<file path="config.mk">
export PLATFORM = sky130hd
export DESIGN_NAME = mmio_req_router_flat
export DESIGN_NICKNAME = d
export VERILOG_FILES = /design/src/rtl/mmio_req_router_if.sv /design/src/rtl/mmio_req_router.sv /design/src/flat_wrapper.sv
export SDC_FILE = /design/constraint.sdc
export NUM_CORES = 1
export LEC_CHECK = 0
export CAP_MARGIN = 15
export CORE_AREA = 2 2 115 117
export CTS_BUF_LIST = sky130_fd_sc_hd__clkbuf_8
export DETAILED_ROUTE_END_ITERATION = 10
export DIE_AREA = 0 0 117 119
export GPL_TIMING_DRIVEN = 0
export PLACE_DENSITY = 0.7
export SYNTH_ARGS = -nofsm -noshare
export SYNTH_HDL_FRONTEND = slang
export SYNTH_SLANG_ARGS = --single-unit
</file>
<file path="constraint.sdc">
create_clock -name cpu_clk -period 2 [get_ports cpu_clk]
set_input_delay 0.2 -clock cpu_clk [delete_from_list [all_inputs] [get_ports cpu_clk]]
set_output_delay 0.2 -clock cpu_clk [all_outputs]
set_load 0.01 [all_outputs]
</file>
<file path="src/rtl/mmio_req_router_if.sv">
// Bus bundle between the CPU data side, the memory wrapper and the MMIO device port.
// The slave modport is the router's view; master is the surrounding environment.
interface mmio_req_router_if;
  // CPU request and read response
  logic [31:0] Address;
  logic        MemWrite;
  logic [31:0] Write_data;
  logic [3:0]  Write_strb;
  logic        MemRead;
  logic        Mem_Req_Ready;
  logic [31:0] Read_data;
  logic        Read_data_Valid;
  logic        Read_data_Ready;
  // Memory wrapper request and response
  logic [31:0] mem_Address;
  logic        mem_MemWrite;
  logic [31:0] mem_Write_data;
  logic [3:0]  mem_Write_strb;
  logic        mem_MemRead;
  logic        mem_Mem_Req_Ready;
  logic [31:0] mem_Read_data;
  logic        mem_Read_data_Valid;
  logic        mem_Read_data_Ready;
  // MMIO device request and response
  logic        dev_req_valid;
  logic        dev_req_ready;
  logic        dev_we;
  logic [3:0]  dev_off;
  logic [31:0] dev_wdata;
  logic [3:0]  dev_wstrb;
  logic [31:0] dev_rdata;
  logic        dev_rvalid;
  logic        dev_rready;

  modport slave (
    input  Address, MemWrite, Write_data, Write_strb, MemRead, Read_data_Ready,
    output Mem_Req_Ready, Read_data, Read_data_Valid,
    output mem_Address, mem_MemWrite, mem_Write_data, mem_Write_strb, mem_MemRead,
    output mem_Read_data_Ready,
    input  mem_Mem_Req_Ready, mem_Read_data, mem_Read_data_Valid,
    output dev_req_valid, dev_we, dev_off, dev_wdata, dev_wstrb, dev_rready,
    input  dev_req_ready, dev_rdata, dev_rvalid
  );

  modport master (
    output Address, MemWrite, Write_data, Write_strb, MemRead, Read_data_Ready,
    input  Mem_Req_Ready, Read_data, Read_data_Valid,
    input  mem_Address, mem_MemWrite, mem_Write_data, mem_Write_strb, mem_MemRead,
    input  mem_Read_data_Ready,
    output mem_Mem_Req_Ready, mem_Read_data, mem_Read_data_Valid,
    input  dev_req_valid, dev_we, dev_off, dev_wdata, dev_wstrb, dev_rready,
    output dev_req_ready, dev_rdata, dev_rvalid
  );
endinterface

</file>
<file path="src/rtl/mmio_req_router.sv">
// MMIO request router: steers CPU data-side requests to the memory wrapper or the
// device port by Address[31:16], keeps one read in flight, buffers device read data
// and substitutes ERR_DATA when a device read goes unanswered for TIMEOUT cycles.
module mmio_req_router #(
  parameter logic [15:0] DEV_BASE = 16'h6000,
  parameter int unsigned TIMEOUT  = 64,
  parameter logic [31:0] ERR_DATA = 32'hDEADBEEF
) (
  input  logic                cpu_clk,
  input  logic                cpu_reset,
  mmio_req_router_if.slave    bus,
  output logic [7:0]          timeout_cnt
);

  // Wait counter only has to reach TIMEOUT-1; the FSM leaves DEV_RD there.
  localparam int unsigned       WAIT_W    = (TIMEOUT > 2) ? $clog2(TIMEOUT) : 1;
  localparam logic [WAIT_W-1:0] WAIT_LAST = WAIT_W'(TIMEOUT - 1);

  typedef enum logic [1:0] {
    ST_IDLE   = 2'd0,
    ST_MEM_RD = 2'd1,
    ST_DEV_RD = 2'd2,
    ST_RESP   = 2'd3
  } state_t;

  state_t            r_state;
  logic [31:0]       r_buf;
  logic [WAIT_W-1:0] r_wait;
  logic [7:0]        r_tmo_cnt;

  logic w_is_dev;
  logic w_idle;
  logic w_mem_rd_hs;
  logic w_dev_rd_hs;

  // Address decode and read-handshake detection in IDLE.
  always_comb begin
    w_is_dev    = (bus.Address[31:16] == DEV_BASE);
    w_idle      = (r_state == ST_IDLE);
    w_mem_rd_hs = w_idle & bus.MemRead & ~w_is_dev & bus.mem_Mem_Req_Ready;
    w_dev_rd_hs = w_idle & bus.MemRead &  w_is_dev & bus.dev_req_ready;
  end

  // Request forwarding: combinational passthrough in IDLE, all request strobes gated off otherwise.
  always_comb begin
    bus.mem_Address    = bus.Address;
    bus.mem_Write_data = bus.Write_data;
    bus.mem_Write_strb = bus.Write_strb;
    bus.dev_off        = bus.Address[3:0];
    bus.dev_wdata      = bus.Write_data;
    bus.dev_wstrb      = bus.Write_strb;
    // A combined read+write is a read; the device sees dev_we low.
    bus.dev_we         = ~bus.MemRead;
    if (w_idle) begin
      bus.mem_MemRead   = bus.MemRead & ~w_is_dev;
      bus.mem_MemWrite  = bus.MemWrite & ~bus.MemRead & ~w_is_dev;
      bus.dev_req_valid = (bus.MemRead | bus.MemWrite) & w_is_dev;
      bus.Mem_Req_Ready = w_is_dev ? bus.dev_req_ready : bus.mem_Mem_Req_Ready;
    end else begin
      bus.mem_MemRead   = 1'b0;
      bus.mem_MemWrite  = 1'b0;
      bus.dev_req_valid = 1'b0;
      bus.Mem_Req_Ready = 1'b0;
    end
  end

  // Response path: memory data passes straight through, device data comes from the buffer.
  always_comb begin
    bus.Read_data           = r_buf;
    bus.Read_data_Valid     = 1'b0;
    bus.mem_Read_data_Ready = 1'b0;
    bus.dev_rready          = 1'b0;
    case (r_state)
      ST_MEM_RD: begin
        bus.Read_data           = bus.mem_Read_data;
        bus.Read_data_Valid     = bus.mem_Read_data_Valid;
        bus.mem_Read_data_Ready = bus.Read_data_Ready;
      end
      ST_DEV_RD: begin
        bus.dev_rready = 1'b1;
      end
      ST_RESP: begin
        bus.Read_data_Valid = 1'b1;
      end
      default: begin
        bus.Read_data_Valid = 1'b0;
      end
    endcase
  end

  // Read FSM with response buffer, device wait counter and saturating timeout counter.
  always_ff @(posedge cpu_clk or posedge cpu_reset) begin
    if (cpu_reset) begin
      r_state   <= ST_IDLE;
      r_buf     <= 32'h0000_0000;
      r_wait    <= '0;
      r_tmo_cnt <= 8'd0;
    end else begin
      case (r_state)
        ST_IDLE: begin
          if (w_mem_rd_hs) begin
            r_state <= ST_MEM_RD;
          end else if (w_dev_rd_hs) begin
            r_state <= ST_DEV_RD;
            r_wait  <= '0;
          end
        end
        ST_MEM_RD: begin
          if (bus.mem_Read_data_Valid & bus.Read_data_Ready) begin
            r_state <= ST_IDLE;
          end
        end
        ST_DEV_RD: begin
          r_wait <= r_wait + WAIT_W'(1);
          // Device data wins over a timeout landing in the same cycle.
          if (bus.dev_rvalid) begin
            r_buf   <= bus.dev_rdata;
            r_state <= ST_RESP;
          end else if (r_wait == WAIT_LAST) begin
            r_buf   <= ERR_DATA;
            r_state <= ST_RESP;
            if (r_tmo_cnt != 8'hFF) begin
              r_tmo_cnt <= r_tmo_cnt + 8'd1;
            end
          end
        end
        ST_RESP: begin
          if (bus.Read_data_Ready) begin
            r_state <= ST_IDLE;
          end
        end
        default: begin
          r_state <= ST_IDLE;
        end
      endcase
    end
  end

  assign timeout_cnt = r_tmo_cnt;

endmodule

</file>
<file path="src/flat_wrapper.sv">
// flat-port wrapper written by rule: the top's interface ports become plain ports
module mmio_req_router_flat 
#(
  parameter logic [15:0] DEV_BASE = 16'h6000,
  parameter int unsigned TIMEOUT  = 64,
  parameter logic [31:0] ERR_DATA = 32'hDEADBEEF
)
  (cpu_clk, cpu_reset, timeout_cnt, bus_Address, bus_MemWrite, bus_Write_data, bus_Write_strb, bus_MemRead, bus_Read_data_Ready, bus_Mem_Req_Ready, bus_Read_data, bus_Read_data_Valid, bus_mem_Address, bus_mem_MemWrite, bus_mem_Write_data, bus_mem_Write_strb, bus_mem_MemRead, bus_mem_Read_data_Ready, bus_mem_Mem_Req_Ready, bus_mem_Read_data, bus_mem_Read_data_Valid, bus_dev_req_valid, bus_dev_we, bus_dev_off, bus_dev_wdata, bus_dev_wstrb, bus_dev_rready, bus_dev_req_ready, bus_dev_rdata, bus_dev_rvalid);
  mmio_req_router_if bus_i ();
  input  logic cpu_clk;
  input  logic cpu_reset;
  output logic [7:0] timeout_cnt;
  input wire logic [$bits(bus_i.Address)-1:0] bus_Address;
  input wire logic [$bits(bus_i.MemWrite)-1:0] bus_MemWrite;
  input wire logic [$bits(bus_i.Write_data)-1:0] bus_Write_data;
  input wire logic [$bits(bus_i.Write_strb)-1:0] bus_Write_strb;
  input wire logic [$bits(bus_i.MemRead)-1:0] bus_MemRead;
  input wire logic [$bits(bus_i.Read_data_Ready)-1:0] bus_Read_data_Ready;
  output wire logic [$bits(bus_i.Mem_Req_Ready)-1:0] bus_Mem_Req_Ready;
  output wire logic [$bits(bus_i.Read_data)-1:0] bus_Read_data;
  output wire logic [$bits(bus_i.Read_data_Valid)-1:0] bus_Read_data_Valid;
  output wire logic [$bits(bus_i.mem_Address)-1:0] bus_mem_Address;
  output wire logic [$bits(bus_i.mem_MemWrite)-1:0] bus_mem_MemWrite;
  output wire logic [$bits(bus_i.mem_Write_data)-1:0] bus_mem_Write_data;
  output wire logic [$bits(bus_i.mem_Write_strb)-1:0] bus_mem_Write_strb;
  output wire logic [$bits(bus_i.mem_MemRead)-1:0] bus_mem_MemRead;
  output wire logic [$bits(bus_i.mem_Read_data_Ready)-1:0] bus_mem_Read_data_Ready;
  input wire logic [$bits(bus_i.mem_Mem_Req_Ready)-1:0] bus_mem_Mem_Req_Ready;
  input wire logic [$bits(bus_i.mem_Read_data)-1:0] bus_mem_Read_data;
  input wire logic [$bits(bus_i.mem_Read_data_Valid)-1:0] bus_mem_Read_data_Valid;
  output wire logic [$bits(bus_i.dev_req_valid)-1:0] bus_dev_req_valid;
  output wire logic [$bits(bus_i.dev_we)-1:0] bus_dev_we;
  output wire logic [$bits(bus_i.dev_off)-1:0] bus_dev_off;
  output wire logic [$bits(bus_i.dev_wdata)-1:0] bus_dev_wdata;
  output wire logic [$bits(bus_i.dev_wstrb)-1:0] bus_dev_wstrb;
  output wire logic [$bits(bus_i.dev_rready)-1:0] bus_dev_rready;
  input wire logic [$bits(bus_i.dev_req_ready)-1:0] bus_dev_req_ready;
  input wire logic [$bits(bus_i.dev_rdata)-1:0] bus_dev_rdata;
  input wire logic [$bits(bus_i.dev_rvalid)-1:0] bus_dev_rvalid;
  assign bus_i.Address = bus_Address;
  assign bus_i.MemWrite = bus_MemWrite;
  assign bus_i.Write_data = bus_Write_data;
  assign bus_i.Write_strb = bus_Write_strb;
  assign bus_i.MemRead = bus_MemRead;
  assign bus_i.Read_data_Ready = bus_Read_data_Ready;
  assign bus_Mem_Req_Ready = bus_i.Mem_Req_Ready;
  assign bus_Read_data = bus_i.Read_data;
  assign bus_Read_data_Valid = bus_i.Read_data_Valid;
  assign bus_mem_Address = bus_i.mem_Address;
  assign bus_mem_MemWrite = bus_i.mem_MemWrite;
  assign bus_mem_Write_data = bus_i.mem_Write_data;
  assign bus_mem_Write_strb = bus_i.mem_Write_strb;
  assign bus_mem_MemRead = bus_i.mem_MemRead;
  assign bus_mem_Read_data_Ready = bus_i.mem_Read_data_Ready;
  assign bus_i.mem_Mem_Req_Ready = bus_mem_Mem_Req_Ready;
  assign bus_i.mem_Read_data = bus_mem_Read_data;
  assign bus_i.mem_Read_data_Valid = bus_mem_Read_data_Valid;
  assign bus_dev_req_valid = bus_i.dev_req_valid;
  assign bus_dev_we = bus_i.dev_we;
  assign bus_dev_off = bus_i.dev_off;
  assign bus_dev_wdata = bus_i.dev_wdata;
  assign bus_dev_wstrb = bus_i.dev_wstrb;
  assign bus_dev_rready = bus_i.dev_rready;
  assign bus_i.dev_req_ready = bus_dev_req_ready;
  assign bus_i.dev_rdata = bus_dev_rdata;
  assign bus_i.dev_rvalid = bus_dev_rvalid;
  mmio_req_router #(.DEV_BASE(DEV_BASE), .TIMEOUT(TIMEOUT), .ERR_DATA(ERR_DATA)) u_core (.cpu_clk(cpu_clk), .cpu_reset(cpu_reset), .bus(bus_i), .timeout_cnt(timeout_cnt));
endmodule
</file>
* After elaboration in Yosys (flattened, before gate mapping) *
Cells that the tools add are included.

word-level totals
  flip-flop bits (word level) = 48
  input bits = 141
  output and inout bits = 156

operators by class
  $add $sub $neg = 2
  equality and inequality tests = 12
  mux-type cells = 21
  bitwise operators = 14
  reductions and logical operators = 7

operators with widths
  cell                  count
  $mux 32               3
  $eq 16x15->1 const B  1
  $mux 2                6
  $mux 6                2
  $pmux 6 s2            1
  $and 1x1->1           10
  $add 8x1->8 const B   1
  $ne 8x8->1 const B    1
  $pmux 2 s4            1
  $reduce_and 4->1      2
  $mux 1                7
  $add 6x1->6 const B   1
  $eq 6x6->1 const B    1
  $ne 2x2->1 const B    3
  $eq 2x2->1 const B    2
  $reduce_bool 2->1     2
  $ne 3x2->1 const B    1
  $ne 3x3->1 const B    1
  $not 1->1             3
  $reduce_and 3->1      1
  $eq 2x1->1 const B    1
  $logic_not 2->1       1
  $ne 2x1->1 const B    1
  $pmux 1 s2            1
  2 further kinds       2

* Logic depth before layout (Yosys ltp) *
  word-level depth = 7
  depth in mapped cells = 6
  mapped depth without buffers = 5

* Worst setup path before layout *
No wires, ideal clock.

  kind = flip-flop to flip-flop
  start = register u_core.r_wait[0]
  end = register u_core.r_tmo_cnt[1], in the netlist u_core.timeout_cnt[1]
  arrival = 1.457 ns
  required time = 1.875 ns
  path slack = 0.418 ns
  stages on the path, launching flop included = 6
  cells stage by stage = dfrtp_1 > ha_1 > nand2_1 > nor4_4 > nand2_2 > mux2_4

on the way
  longest elaborated chain between the ends = 2

RTL lines
  item                        RTL line                RTL
  start, declared             mmio_req_router.sv:28   logic [WAIT_W-1:0] r_wait;
  start signal, assigned      mmio_req_router.sv:114  r_wait <= r_wait + WAIT_W'(1);
  $eq 6x6->1                  mmio_req_router.sv:119  end else if (r_wait == WAIT_LAST) begin
  $reduce_and 4->1 (no line)  n/a
  end signal, assigned        mmio_req_router.sv:123  r_tmo_cnt <= r_tmo_cnt + 8'd1;
  end, declared               mmio_req_router.sv:29   logic [7:0] r_tmo_cnt;

No other way between the ends.
A chain may end at the register's enable or synchronous reset.

* Worst setup path in the final report *
  start = register u_core.r_state[1]
  end = output port bus_Read_data[12]

on the way
  longest elaborated chain between the ends = 2

RTL lines
  item                    RTL line                RTL
  start, declared         mmio_req_router.sv:26   state_t r_state;
  start signal, assigned  mmio_req_router.sv:94   r_state <= ST_IDLE;
  start signal, assigned  mmio_req_router.sv:102  r_state <= ST_MEM_RD;
  start signal, assigned  mmio_req_router.sv:104  r_state <= ST_DEV_RD;
  $eq 2x1->1              mmio_req_router.sv:73   case (r_state)
  $mux 32                 mmio_req_router.sv:73
  end, declared           flat_wrapper.sv:20      output wire logic [$bits(bus_i.Read_data)-1:0] bus_Read_data;

No other way between the ends.

==> summary.md <==
| Metric | Value |
|---|---|
| Num CTS Buffers | `5` |
| Layout fillers | `1176` |
| Initial antenna violation count | `0` |
| Hold Worst Slack | `0.199 ns` |
| Gr usage total | `0.157` |
| Area Overhead vs Synth | `90.2%` |
| Largest net degree at the start of global routing | `33` |
| Final Skew | `0.00325 ns` |
| Initial Util | `0.257` |
| Final setup violation count | `0` |
| Global route overflow | `0` |
| RePlAce Congestion | `0.812` |
| DP Area | `5990 sq um` |
| Ant. Diodes | `0` |
| Vias/cell | `4.34` |
| Clk buf depth | `2` |
| Core area | `12900 sq um` |
| Post-CTS Hold Buffers | `0` |
| R2R cell count | `5` |
| Least-Margin Pin Slew | `0.727 ns` |
| Post-Synthesis Cell Area | `3310 sq um` |
| Max IR drop VDD | `245 uV` |
| CP arrival | `1.75 ns` |
| Power Dens Cells | `463 nW/um^2` |
| Critical Path Sink Type | `primary output` |
| DR iter-0 viols | `60` |
| Crit-path slowest cell | `dfrtp_2` |
| Vias in the first global route | `3394` |
| # port buffers | `244` |
| Pins Over Slew Limit | `0` |
| Worst-path clk slew | `0.09 ns` |
| CTS tree | `yes` |
| First-pass GRT wire length | `17000 um` |
| Total chip power | `2.91 mW` |
| Die footprint | `13900 sq um` |
| Total of max-cap violations | `0` |
| Die width | `117 um` |
| # rows | `42` |
| Register area share after synthesis | `0.363` |
| Total Wirelength | `11700 um` |
| Hold crit path type | `in2async` |
| Max stage delay on crit path | `0.44 ns` |
| Worst-Skew Late Latency | `0.30 ns` |
| Cell mode on critical path | `buf_8` |
| RSZ-0062 raised after global routing | `false` |
| Post-Syn Nets | `460` |
| WL/cell | `15.6 um` |
| Synth Instances | `317` |
| Nets | `719` |
| Io pins | `297` |
| Crit share post-route | `0.974` |
| Final Instance Area | `6290 sq um` |
| Via count | `3268` |
| P_leak | `2.97 nW` |
| Critical Path Start Type | `flip-flop` |
| Hold Vio Cnt, Final | `0` |
| Worst Path Max Fanout | `6` |
| Fmax | `514 MHz` |
| Post-route antenna net violation count | `0` |
| Root Driver | `clkbuf_8` |
| Cells along the critical path | `nor2b_4 > buf_8 > buf_8 > mux2_2 > dlygate4sd2_1` |
| Unique masters post-synth | `42` |
| Critical setup path kind | `reg2out` |
| Die height | `119 um` |
| Initial DRT Pass Iterations | `4` |
| Final min period | `1.95 ns` |
| Worst slew margin | `0.512` |
| Worst endpoint required time | `1.80 ns` |
| Number of synthesized register bits | `48` |
| Yosys warning total | `0` |
| Syn_area_per_cell | `10.4 sq um` |
| DRC viols | `0` |
| Outcome | `completed` |
| Total clock sinks | `48` |
| Share of cells above drive strength 1 | `0.333` |
| CTS HTree Levels | `2` |
| Detailed Place HPWL | `9530 um` |
[cell usage in the layout (no fill, tap or decap), drive strengths merged, types with 9 or more instances in the layout]
master and instances:
mux2 35, dfrtp 48, clkdlybuf4s50 198, dlymetal6s2s 9
nor2 9, clkdlybuf4s15 12, dlygate4sd2 15, o22a 24
buf 131, clkbuf 9
[state kept, by name, indices dropped and copies added, names as in the netlist]
name	flops
u_core.r_buf	32
u_core.r_wait	6
u_core.timeout_cnt	8
u_core.r_state	2
[area by class of cell]
cell class / count / area, sq um / share of cell area
multi-input cells: 147 / 1300 / 0.207
repair buffers: 252 / 2520 / 0.401
clock buffers: 5 / 68.8 / 0.0109
flip-flops and latches: 48 / 1200 / 0.191
plain buffers: 119 / 915 / 0.145
well taps: 176 / 220 / 0.0350
clock inverters: 3 / 42.5 / 0.00676
inverters: 3 / 15.0 / 0.00239
[power by group]
| part | leakage, nW | internal [mW] | switching (mW) |
|---|---|---|---|
| sequential | 0.636 | 0.974 | 0.00284 |
| clock | 0.0541 | 0.371 | 0.343 |
| combinational | 2.28 | 0.809 | 0.412 |
[cells in the mapped netlist]
cell / n / area share
a211oi_1: 1 / 0.0023
a21oi_1: 1 / 0.0015
a221o_1: 1 / 0.0030
a22o_1: 8 / 0.021
a22oi_1: 3 / 0.0068
a2bb2oi_1: 1 / 0.0026
a31oi_1: 1 / 0.0019
a41oi_1: 1 / 0.0026
and2_0: 1 / 0.0019
and2_1: 3 / 0.0057
and3_1: 2 / 0.0038
and3_4: 1 / 0.0034
and4_1: 2 / 0.0053
buf_2: 5 / 0.0076
buf_4: 108 / 0.25
clkbuf_1: 6 / 0.0068
dfrtp_1: 48 / 0.36
ha_1: 2 / 0.0076
inv_1: 3 / 0.0034
mux2_2: 34 / 0.12
mux2_4: 1 / 0.0045
mux2i_1: 1 / 0.0030
nand2_1: 4 / 0.0045
nand2_2: 1 / 0.0019
nand2b_1: 5 / 0.0095
nand2b_4: 1 / 0.0042
nand3_1: 5 / 0.0076
nand4_1: 5 / 0.0095
nand4_2: 1 / 0.0038
nor2_1: 9 / 0.010
nor2b_1: 2 / 0.0038
nor3_1: 2 / 0.0030
nor4_1: 3 / 0.0057
nor4_4: 1 / 0.0064
nor4b_2: 2 / 0.0091
o211a_1: 1 / 0.0030
o21a_1: 2 / 0.0045
o21ai_0: 7 / 0.011
o21ai_1: 1 / 0.0015
o22a_1: 24 / 0.064
xnor2_1: 6 / 0.016
xor2_1: 1 / 0.0026
[routing by layer]
metal | up-vias | global-route usage | routed length [um]
li1 | 1529 | - | -
met1 | 1556 | 0.168 | 4250
met2 | 172 | 0.298 | 6140
met3 | 11 | 0.0422 | 1180
met4 | 0 | 0.0375 | 159
met5 | - | 0 | 0
[critical path, delay by kind of cell (launching register included)]
family | cells | cell delay [ns]
DFF | 1 | 0.44
buffers and inverters | 3 | 0.54
muxes | 1 | 0.34
and+or+nand+nor | 1 | 0.12
[cells by family after synthesis]
family                   Yosys count  synth area share
multiplexers                      36             0.123
AND/OR/NAND/NOR                   50            0.0991
AO/OA/AOI/OAI                     52             0.125
buffers and inverters            122             0.263
adder cells (fa/ha/maj)            2           0.00757
XOR/XNOR                           7            0.0185
flip-flops                        48             0.363
[through the flow]
stage / util / instances / setup TNS, ns / setup slack (ns)
after floorplan: - / 317 / 0 / 0.418
after global placement: 0.464 / 737 / -29.43 / -0.602
after detailed placement: 0.465 / 738 / -14.26 / -0.588
after CTS: 0.486 / 753 / -0.117 / -0.0852
after global routing: 0.489 / 753 / 0 / 0.00421
final: 0.489 / 753 / 0 / 0.0527
[timing repair]
action | in CTS | in global routing
setup endpoints to repair | 38 | 28
endpoints found under the hold margin | 0 | 0
gates resized for setup | 104 | 18
pin swaps | 3 | 5
setup buffers | 5 | 0
cloned | 2 | 0
[worst paths after layout]
path	startpoint	to	slack, ns
worst max-delay path	u_core.r_state[1]	bus_Read_data[12]	0.05
worst min-delay path	cpu_reset	u_core.timeout_cnt[1]	0.20
worst max register to register	u_core.r_state[0]	u_core.timeout_cnt[1]	0.15
worst min register to register	u_core.r_buf[21]	u_core.r_buf[21]	0.49
max in group asynchronous	cpu_reset	u_core.r_buf[16]	1.29
min in group cpu_clk	u_core.r_buf[21]	u_core.r_buf[21]	0.49
(Power assumes the default switching activity.)
